$ cat config.mk
export PLATFORM = sky130hd
export DESIGN_NAME = uart_tx_arbiter
export DESIGN_NICKNAME = d
export VERILOG_FILES = /design/src/rtl/uart_tx_arbiter.sv
export SDC_FILE = /design/constraint.sdc
export NUM_CORES = 1
export LEC_CHECK = 0
export BUFFER_PORTS_ARGS = -buffer_cell sky130_fd_sc_hd__buf_2
export CAP_MARGIN = 25
export CORE_MARGIN = 3
export CORE_UTILIZATION = 53
export CTS_BUF_LIST = sky130_fd_sc_hd__clkbuf_2
export CTS_CLUSTER_SIZE = 16
export DETAILED_ROUTE_END_ITERATION = 7
export MAX_ROUTING_LAYER = met4
export PLACE_DENSITY_LB_ADDON = 0.2
export RECOVER_POWER = 100
export SLEW_MARGIN = 40
export SYNTH_ARGS = -nofsm -noshare
export SYNTH_HDL_FRONTEND = slang
export SYNTH_SLANG_ARGS = --single-unit
$ cat constraint.sdc
create_clock -name clk -period 4.5 [get_ports clk]
set_clock_uncertainty 0.15 [all_clocks]
set_input_delay 0.45 -clock clk [delete_from_list [all_inputs] [get_ports clk]]
set_output_delay 0.45 -clock clk [all_outputs]
set_load 0.01 [all_outputs]
$ cat src/rtl/uart_tx_arbiter.sv
// Round-robin share of one uart transmitter among NREQ byte producers, one byte per grant.
// Ready is combinational in IDLE; each byte is framed by the uart's is_transmitting.
`timescale 1ns/1ps

module uart_tx_arbiter #(
    parameter int NREQ       = 4,
    parameter int GAP_CYCLES = 0,
    parameter int GUARD      = 3
) (
    input  logic                    clk,
    input  logic                    rst,
    input  logic [NREQ-1:0]         req_valid,
    input  logic [8*NREQ-1:0]       req_data,
    output logic [NREQ-1:0]         req_ready,
    output logic                    uart_transmit,
    output logic [7:0]              uart_tx_byte,
    input  logic                    uart_is_transmitting,
    output logic [$clog2(NREQ)-1:0] grant_id,
    output logic                    busy
);

    localparam int PW = $clog2(NREQ);
    localparam logic [PW:0] NREQ_W = (PW+1)'(NREQ);
    localparam logic [15:0] GUARD_LAST = (GUARD > 1) ? 16'(GUARD - 1) : 16'd0;
    localparam logic [15:0] GAP_LAST   = (GAP_CYCLES > 1) ? 16'(GAP_CYCLES - 1) : 16'd0;

    typedef enum logic [2:0] {
        IDLE       = 3'd0,
        LAUNCH     = 3'd1,
        WAIT_START = 3'd2,
        WAIT_DONE  = 3'd3,
        GAP        = 3'd4
    } state_t;

    state_t         state;
    state_t         state_nxt;
    logic [PW-1:0]  ptr;
    logic [PW-1:0]  ptr_next;
    logic [PW-1:0]  off;
    logic [PW-1:0]  winner;
    logic [PW:0]    sum;
    logic [PW:0]    ptr_inc;
    logic [NREQ-1:0] rot;
    logic           grant;
    logic [15:0]    guard_cnt;
    logic [15:0]    gap_cnt;

    // Rotate the valids so the pointer's requester sits at bit 0; the lowest set
    // bit of the rotated vector is then the round-robin winner's offset.
    assign rot = NREQ'({req_valid, req_valid} >> ptr);

    always_comb begin
        off = '0;
        for (int i = NREQ - 1; i >= 0; i--) begin
            if (rot[i]) begin
                off = PW'(i);
            end
        end
    end

    assign sum      = {1'b0, ptr} + {1'b0, off};
    assign winner   = (sum >= NREQ_W) ? PW'(sum - NREQ_W) : PW'(sum);
    assign ptr_inc  = {1'b0, winner} + (PW+1)'(1);
    assign ptr_next = (ptr_inc == NREQ_W) ? '0 : PW'(ptr_inc);

    assign grant         = (state == IDLE) && !uart_is_transmitting && (|req_valid);
    assign req_ready     = grant ? (NREQ'(1) << winner) : '0;
    assign uart_transmit = (state == LAUNCH);
    assign busy          = (state != IDLE);

    always_comb begin
        state_nxt = state;
        case (state)
            IDLE: begin
                if (grant) begin
                    state_nxt = LAUNCH;
                end
            end
            LAUNCH: begin
                state_nxt = WAIT_START;
            end
            WAIT_START: begin
                // A launch the uart never acknowledges is abandoned, not retried.
                if (uart_is_transmitting || (guard_cnt >= GUARD_LAST)) begin
                    state_nxt = WAIT_DONE;
                end
            end
            WAIT_DONE: begin
                if (!uart_is_transmitting) begin
                    state_nxt = (GAP_CYCLES > 0) ? GAP : IDLE;
                end
            end
            GAP: begin
                if (gap_cnt >= GAP_LAST) begin
                    state_nxt = IDLE;
                end
            end
            default: begin
                state_nxt = IDLE;
            end
        endcase
    end

    always_ff @(posedge clk or posedge rst) begin
        if (rst) begin
            state        <= IDLE;
            ptr          <= '0;
            grant_id     <= '0;
            uart_tx_byte <= 8'h00;
            guard_cnt    <= '0;
            gap_cnt      <= '0;
        end else begin
            state <= state_nxt;
            if (grant) begin
                uart_tx_byte <= req_data[8*winner +: 8];
                grant_id     <= winner;
                ptr          <= ptr_next;
            end
            guard_cnt <= (state == WAIT_START) ? guard_cnt + 16'd1 : 16'd0;
            gap_cnt   <= (state == GAP) ? gap_cnt + 16'd1 : 16'd0;
        end
    end

endmodule

Word-level counts from Yosys, hierarchy flattened. Cells that the tools add are included. W data, S select, Z words.

Flip-flop bits (word level): 47. Bits of input ports: 39. Logic and storage cells: 48.

Add/subtract/negate cells: 5. Order comparisons: 3. Eq/ne operators: 9. Shifts and indexed selects: 3. Muxes and demuxes: 14. Reductions and logical operators: 8.

Operators by type and width (number): $add A16 B1 Y16 const B (2); $mux W16 (2); $shiftx A32 B6 Y8 (1); $ge A16 B1 Y1 const B (1); $ge A16 B2 Y1 const B (1); $pmux W3 S5 (1); $mux W2 (6); $mux W3 (4); $ne A2 B2 Y1 const B (4); $shr A8 B2 Y4 (1); $eq A3 B2 Y1 const B (2); $eq A3 B3 Y1 const B (2); $mux W4 (1); $reduce_and A4 Y1 (1); $reduce_or A4 Y1 (1); $shl A1 B2 Y4 const A (1); $add A2 B1 Y3 const B (1); $add A2 B2 Y3 (1); $eq A3 B1 Y1 const B (1); $ge A3 B3 Y1 const B (1); $logic_not A3 Y1 (1); $reduce_bool A3 Y1 (1); $logic_and A1 B1 Y1 (2); $sub A2 B1 Y2 const B (1); 2 further kinds (2).

Longest topological paths before layout. Gate-level depths: netlist (run 1).

Word-level depth: 11. Depth in mapped cells: 13. Mapped depth without buffers: 12.

Worst setup path before layout (run 1). OpenSTA, ideal clock, no wires.

Kind: in2out. From: in req_valid[2]. To: out req_ready[0]. Arrival: 2.308 ns. Setup slack: 1.592 ns. Stages: 11. Cells stage by stage: buf_2 > nor2_1 > nor3_1 > a21oi_1 > o21ai_0 > ha_1 > buf_2 > clkbuf_1 > inv_1 > ha_1 > and3_1.

Cells in the longest elaborated chain, start to end: 10. Elaborated cells between the ends (all ways): 13. Classes of those cells: add/sub: 2; order compare: 1; shift: 2; mux: 6; reduce/logical: 2.

Ends and longest elaborated chain: start: declaration (line 12) `input logic [NREQ-1:0] req_valid,`; $shr A8 B2 Y4 (*) (line 50) `assign rot = NREQ'({req_valid, req_valid} >> ptr);`; $mux W2 (3 in a row) (line 55) `if (rot[i]) begin`; $mux W2 (*) (line 55); $add A2 B2 Y3 (*) (line 61) `assign sum = {1'b0, ptr} + {1'b0, off};`; named net sum[0] (line 41) `logic [PW:0] sum;`; $ge A3 B3 Y1 or $sub A2 B1 Y2 (tied branches) (line 62) `assign winner = (sum >= NREQ_W) ? PW'(sum - NREQ_W) : PW'(sum);`; $mux W2 (*) (line 62); $shl A1 B2 Y4 (*) (line 67) `assign req_ready = grant ? (NREQ'(1) << winner) : '0;`; $mux W4 (*) (line 67); end: declaration (line 14) `output logic [NREQ-1:0] req_ready,`.

The timed path passes the listed nets; every way through them passes the cells marked *.

Worst setup path after layout (run 1).
From: reg ptr[0]. To: out req_ready[3].

Cells in the longest elaborated chain, start to end: 10. Elaborated cells between the ends (all ways): 11. Classes of those cells: add/sub: 2; order compare: 1; shift: 2; mux: 6.

Ends and longest elaborated chain: start: declaration (line 37) `logic [PW-1:0] ptr;`; start signal: assignment (line 117) `ptr <= ptr_next;`; $shr A8 B2 Y4 (line 50); $mux W2 (4 in a row) (line 55); $add A2 B2 Y3 (*) (line 61); named net sum[1] (line 41); $ge A3 B3 Y1 or $sub A2 B1 Y2 (tied branches) (line 62); $mux W2 (*) (line 62); $shl A1 B2 Y4 (*) (line 67); $mux W4 (*) (line 67).

Marks and branches as above.

==> results of run 1 <==
cells by family after synthesis:
group	count (synthesis)	share of synthesized area
and+or+nand+nor	97	0.269
adders and majority gates	11	0.0690
DFF	30	0.376
buffers and inverters	18	0.0395
AOI/OAI and AO/OA	49	0.184
muxes	1	0.00502
xor gates and xnor gates	13	0.0571
sequential cells by signal, indices dropped and copies added, names as in the netlist:
name,count
guard_cnt,16
uart_tx_byte,8
grant_id,2
ptr,2
state,2
where the power goes:
part | switching [uW] | total, uW | internal [uW]
combinational | 498 | 789 | 291
clock | 100 | 138 | 38.1
sequential | 65.0 | 404 | 339
critical path, stage by stage (launching register included):
cell and delay [ns]:
dfrtp_1 0.51, o311a_1 0.38, o21ai_0 0.17, ha_1 0.22
xnor2_1 0.10, nor3_1 0.66, nor2_1 0.20, inv_1 0.13
ha_1 0.15, and3_1 0.15, buf_2 0.13
metal layers:
metal	wire (um)	vias up
li1	-	899
met1	1960	866
met2	2410	55
met3	231	7
met4	60	0
met5	0	-
per-stage QoR:
step / worst slack [ns] / total power [uW]
after detailed placement: 1.32 / 1210
final: 0.714 / 1330
after global routing: 0.359 / 1460
after floorplan: 1.59 / 1010
after CTS: 0.956 / 1350
after global placement: 1.41 / 1180
how the worst max path moves through the flow:
stage / to / start / depth (start not counted) / slack, ns
floorplan: req_ready[0] / req_valid[2] / 11 / 1.59
global placement: req_ready[3] / req_valid[2] / 11 / 1.41
detailed placement: req_ready[3] / req_valid[2] / 11 / 1.32
CTS: req_ready[3] / ptr[0] / 10 / 0.96
global route: req_ready[2] / ptr[0] / 11 / 0.36
finish: req_ready[3] / ptr[0] / 10 / 0.71
cell usage after synthesis, types with 2 or more instances:
library cell and count:
dfrtp_1 30, nand2_1 21, nor2b_1 18, and2_1 12, nor2_1 12, ha_1 11
xnor2_1 10, nand3_1 9, a2111oi_0 8, a221oi_1 8, inv_1 8, o21ai_0 8
o31ai_1 8, and3_1 6, clkbuf_1 6, nor4_1 5, a21oi_1 4, or3_1 4
a21boi_0 3, buf_2 3, nand4_1 3, xor2_1 3, a21o_1 2
layout by cell type, fill, tap and decap left out, types with 5 or more instances in the layout:
cell type | synthesis | layout
a2111oi_0 | 8 | 8
a221oi_1 | 8 | 8
and2_0 | 0 | 11
and3_1 | 6 | 6
buf_2 | 3 | 39
clkbuf_1 | 6 | 16
clkbuf_2 | 0 | 6
dfrtp_1 | 30 | 30
ha_1 | 11 | 11
inv_1 | 8 | 8
nand2_1 | 21 | 21
nand3_1 | 9 | 9
nor2_1 | 12 | 12
nor2b_1 | 18 | 18
nor4_1 | 5 | 5
o21ai_0 | 8 | 8
o31ai_1 | 8 | 8
xnor2_1 | 10 | 10
area by class of cell:
cell class / count / area (sq um)
multi-input cells: 171 / 1160
repair buffers: 57 / 273
well taps: 46 / 57.6
clock buffers: 6 / 30.0
clock inverters: 2 / 8.76
flip-flops and latches: 30 / 751
inverters: 8 / 30.0
fillers: 330 / 1160
==> results.py, run 1 <==
metrics = {
    "setup_path": {
        "r2r_start": "ptr[0]",
        "cp-end-kind": "output pin",
        "path_class": "flip-flop to output pin",
        "start_kind": "flip-flop",
        "cp.arrival_ns": 3.19,
        "cp_data_required_time_ns": 3.90,
        "worst_r2r_path_depth": 10,
        "r2r-end": "ptr[1]",
        "crit_fanout": 11,
        "r2r_setup_slack_ns": 1.55,
    },
    "global_routing": {
        "grt_pass1_wl_mm": 7.44,
        "antenna_found_initial": 0,
        "grt_max_degree": 37,
        "met3_usage": 0.0449,
        "met2_usage": 0.379,
        "grt_usage": 0.224,
        "busiest_layer": "met2",
        "grt-ovfl-total": 0,
        "first_global_vias": 1652,
        "use_met1": 0.267,
    },
    "synth": {
        "syn_inst": 219,
        "seq_area_frac_synth": 0.376,
        "synth-main-ff-cell": "dfrtp_1",
        "synth_cell_types": 40,
        "yosysWarnings": 0,
        "synth_top_area_frac": 0.376,
        "synthTopCellsByArea": "dfrtp_1, ha_1, nor2b_1, xnor2_1, nand2_1",
        "async_reset_ff_frac": 1.00,
        "synth_area_leader_cell": "dfrtp_1",
        "synth_nets": 269,
        "avgSynthCellArea_sq_um": 9.11,
        "synth_edf_count": 0,
        "netlist_area_sq_um": 1990,
        "synth_seq_cells": 30,
    },
    "placed_design": {
        "placed_area_sq_um": 2290,
        "dp.cells": 311,
        "place_hpwl_mm": 3.48,
        "port_buffers": 54,
        "gp_congestion": 0.865,
    },
    "clock_network": {
        "cts_root_buffer": "clkbuf_2",
        "clk_latency_ns": 0.39,
        "hold_buffers": 1,
        "cts_resized": 0,
        "post_cts_buffers": 0,
        "cts_buffer_depth": 2,
        "cts_tree": "done",
        "htreeDepth": 2,
        "clkTransAtPathRegs_ns": 0.16,
        "cts_sinks": 30,
        "cts-buffers-inserted": 5,
    },
    "finish": {
        "antennaDiodeCount": 0,
        "layout.cells.non_filler": 320,
        "layout-drive-gt1-share": 0.190,
        "stdcell_area_sq_um": 2310,
        "post-route-util": 0.666,
        "areaGrowthSynthToFinish_pct": 15.8,
        "nNetsFinal": 323,
    },
    "floorplan": {
        "dieArea_sq_um": 4540,
        "dieWidth_um": 67.3,
        "die_h_um": 67.3,
        "core_sq_um": 3470,
        "rows": 21,
        "ios": 55,
        "initial_core_util": 0.575,
    },
    "power_and_ir_drop": {
        "p_per_area_nw_per_um2": 576,
        "ir_drop_uv": 548,
        "leakage_uw": 0.00107,
    },
    "drt": {
        "finalWirelength_mm": 4.67,
        "post_drt_wl_per_cell_um": 14.6,
        "drt-vias-per-instance": 5.71,
        "vias": 1827,
        "drt-initial-drc-count": 128,
        "firstDrtPassIters": 4,
        "drc": 0,
        "antenna_left": 0,
    },
    "timing": {
        "setup_tns_ns": 0,
        "slew_headroom": -0.0584,
        "fmaxAchievable_mhz": 264,
        "rsz0062_at_grt": "no",
        "setup_violations": 0,
        "finalHoldViolCount": 0,
        "period_share": 0.841,
        "hold_ws_ns": 0.272,
        "tightest_slew_ns": 1.59,
        "finalCriticalPeriod_ns": 3.79,
        "drv_slew": 31,
    },
    "run_status": {
        "failed_checks": "max-capacitance violations, max-slew violations",
        "status": "finished with violations",
    },
    "worst_hold_path": {
        "hold_path_class": "input pin to flip-flop",
        "hold_end": "uart_tx_byte[5]",
        "whs_path_depth": 3,
        "hp-start": "req_data[13]",
    },
    "job": {
        "cap_violations": 1,
    },
}
Power figures use the tool's default switching activity.
==> run 2, diff against run 1 <==
--- a/config.mk
+++ b/config.mk
@@ -8,7 +8,7 @@
 export BUFFER_PORTS_ARGS = -buffer_cell sky130_fd_sc_hd__buf_2
 export CAP_MARGIN = 25
 export CORE_MARGIN = 3
-export CORE_UTILIZATION = 53
+export CORE_UTILIZATION = 49
 export CTS_BUF_LIST = sky130_fd_sc_hd__clkbuf_2
 export CTS_CLUSTER_SIZE = 16
 export DETAILED_ROUTE_END_ITERATION = 7
==> constraint.sdc (replaced) <==
create_clock -name clk -period 3.1 [get_ports clk]
set_clock_uncertainty 0.15 [all_clocks]
set_input_delay 0.31 -clock clk [delete_from_list [all_inputs] [get_ports clk]]
set_output_delay 0.31 -clock clk [all_outputs]
set_load 0.01 [all_outputs]
==> run 2 against run 1 <==
  * The flow still finishes with violations (max-capacitance violations, max-slew violations)
  * Count of clock-buffer cells in the layout rose by 1
  * Global-route usage is 2.6 points lower
  * Worst setup slack worse by 0.62 ns
  * Sequential cell count unchanged
  * Routed wire length barely moved
  * Non-clock buffer count up 9
  * Combinational power grew 79%
  * Clock power is 37% higher
  * Critical path depth up 2
  * Critical path type unchanged
  * Largest cell class unchanged
==> results.py, run 2 (synthesis gave the netlist of run 1 again) <==
metrics = {
    "finish": {
        "post-route-util": 0.644,
        "layout-drive-gt1-share": 0.259,
        "antennaDiodeCount": 0,
        "final_cell_mix": "buf_2, dfrtp_1, nand2_1",
        "top_register": "guard_cnt",
        "top_regs": "guard_cnt x16, uart_tx_byte x8",
        "stdcell_area_sq_um": 2450,
        "nNetsFinal": 332,
        "largest_reg_flops": 16,
        "final_common_cell": "buf_2",
        "layout.cells.non_filler": 330,
        "areaGrowthSynthToFinish_pct": 22.7,
    },
    "timing": {
        "period_share": 0.970,
        "setup_violations": 0,
        "fmaxAchievable_mhz": 332,
        "slew_headroom": -0.0858,
        "setup_tns_ns": 0,
        "tightest_slew_ns": 1.63,
        "finalHoldViolCount": 0,
        "drv_slew": 31,
        "finalCriticalPeriod_ns": 3.01,
        "layout_setup_ws_ns": 0.0921,
    },
    "job": {
        "cap_violations": 1,
    },
    "floorplan": {
        "initial_core_util": 0.525,
        "ios": 55,
        "die_h_um": 69.8,
        "dieWidth_um": 69.8,
        "dieArea_sq_um": 4870,
        "rows": 22,
        "core_sq_um": 3800,
    },
    "drt": {
        "vias": 1799,
        "drt-initial-drc-count": 106,
        "drt-vias-per-instance": 5.45,
        "post_drt_wl_per_cell_um": 14.1,
        "finalWirelength_mm": 4.67,
        "firstDrtPassIters": 4,
        "drc": 0,
        "antenna_left": 0,
    },
    "setup_path": {
        "path_class": "flip-flop to output pin",
        "start_kind": "flip-flop",
        "cp-end-kind": "output pin",
        "cp_data_required_time_ns": 2.64,
        "cp_slowest_cell": "dfrtp_2",
        "path_delay_family": "compound AO/OA/AOI/OAI gates",
        "worst_path_largest_cell_delay_ns": 0.48,
        "crit_fanout": 7,
        "path_buf_inv": 2,
        "worstPathCellList": "nand2_1 -> nor2_1 -> a211oi_2 -> o21ai_2 -> ha_4 -> xor2_4 -> a21oi_4 -> nor2_4 -> buf_4 -> ha_1 -> and3_1 -> buf_2",
        "cp.arrival_ns": 2.55,
    },
    "global_routing": {
        "first_global_vias": 1674,
        "grt_usage": 0.199,
        "grt-ovfl-total": 0,
        "grt_pass1_wl_mm": 7.60,
        "antenna_found_initial": 0,
        "grt_max_degree": 31,
    },
    "worst_hold_path": {
        "hold_path_class": "input pin to flip-flop",
    },
    "clock_network": {
        "clkTransAtPathRegs_ns": 0.14,
        "cts-buffers-inserted": 5,
        "cts_buffer_depth": 2,
        "htreeDepth": 2,
        "clk_latency_ns": 0.36,
        "cts_sinks": 30,
        "cts_tree": "done",
        "cts_root_buffer": "clkbuf_2",
    },
    "run_status": {
        "status": "finished with violations",
        "failed_checks": "max-capacitance violations, max-slew violations",
    },
    "placed_design": {
        "dp.cells": 315,
        "port_buffers": 54,
        "post-place-ws_ns": 0.126,
        "place_hpwl_mm": 3.28,
        "placed_area_sq_um": 2310,
        "gp_congestion": 0.814,
    },
    "power_and_ir_drop": {
        "ir_drop_uv": 624,
        "p_per_area_nw_per_um2": 896,
        "leakage_uw": 0.00113,
    },
}
## run 2: cell types whose count changed in the layout (fill, tap and decap cells not counted), sizes merged
cell    before  now
buf         40   51
clkbuf      22   21
clkinv       2    0
## run 2: metal layers
metal	part of all wire	GRT usage	wire length, um
met5	0	-	0
met3	0.041	0.0362	193
met1	0.48	0.279	2260
met2	0.46	0.284	2170
met4	0.0099	0.0766	46
## run 2: timing repair
action | CTS | global route
hold buffers | 1 | 0
setup endpoints to repair | 4 | 4
endpoints found under the hold margin | 30 | 0
gates resized for setup | 8 | 6
pin swaps | 2 | 5
setup buffers | 3 | 4
## run 2: final cells by class
class | count | area (sq um)
multi-input cells | 171 | 1230
well taps | 48 | 60.1
clock buffers | 7 | 35.0
repair buffers | 66 | 340
flip-flops and latches | 30 | 753
fillers | 334 | 1350
inverters | 8 | 30.0
## run 2: stage by stage
| step | power [uW] | hold slack, ns |
|---|---|---|
| 6_report | 2190 | 0.158 |
| 5_1_grt | 2400 | 0.176 |
| 4_1_cts | 2100 | 0.142 |
| 3_5_place_dp | 1790 | 0.264 |
| 3_3_place_gp | 1780 | 0.253 |
| 2_1_floorplan | 1470 | 0.251 |
## run 2: final timing paths
check,cells after the start,startpoint,slack [ns],end
hold / removal,3,req_data[9],0.16,uart_tx_byte[1]
setup / recovery,12,ptr[0],0.09,req_ready[0]
min in group asynchronous,4,rst,0.88,guard_cnt[14]
max in group asynchronous,4,rst,0.87,ptr[1]
setup reg to reg,10,ptr[0],0.50,uart_tx_byte[6]
hold reg to reg,2,uart_tx_byte[7],0.35,uart_tx_byte[7]
## run 2: where the power goes
group          internal [uW]  leakage (uW)  switching [uW]
combinational            612      0.000712             800
sequential               494      0.000393            97.3
clock                   58.7     0.0000291             130
## run 2: worst register-to-register path, cell delays in order (launching register included)
cell	delay (ns)
dfrtp_2	0.48
nor2_2	0.19
a211oi_2	0.11
o21ai_2	0.19
ha_4	0.20
xor2_4	0.19
a21oi_4	0.08
buf_4	0.17
buf_4	0.13
a2111oi_0	0.48
o31ai_1	0.11
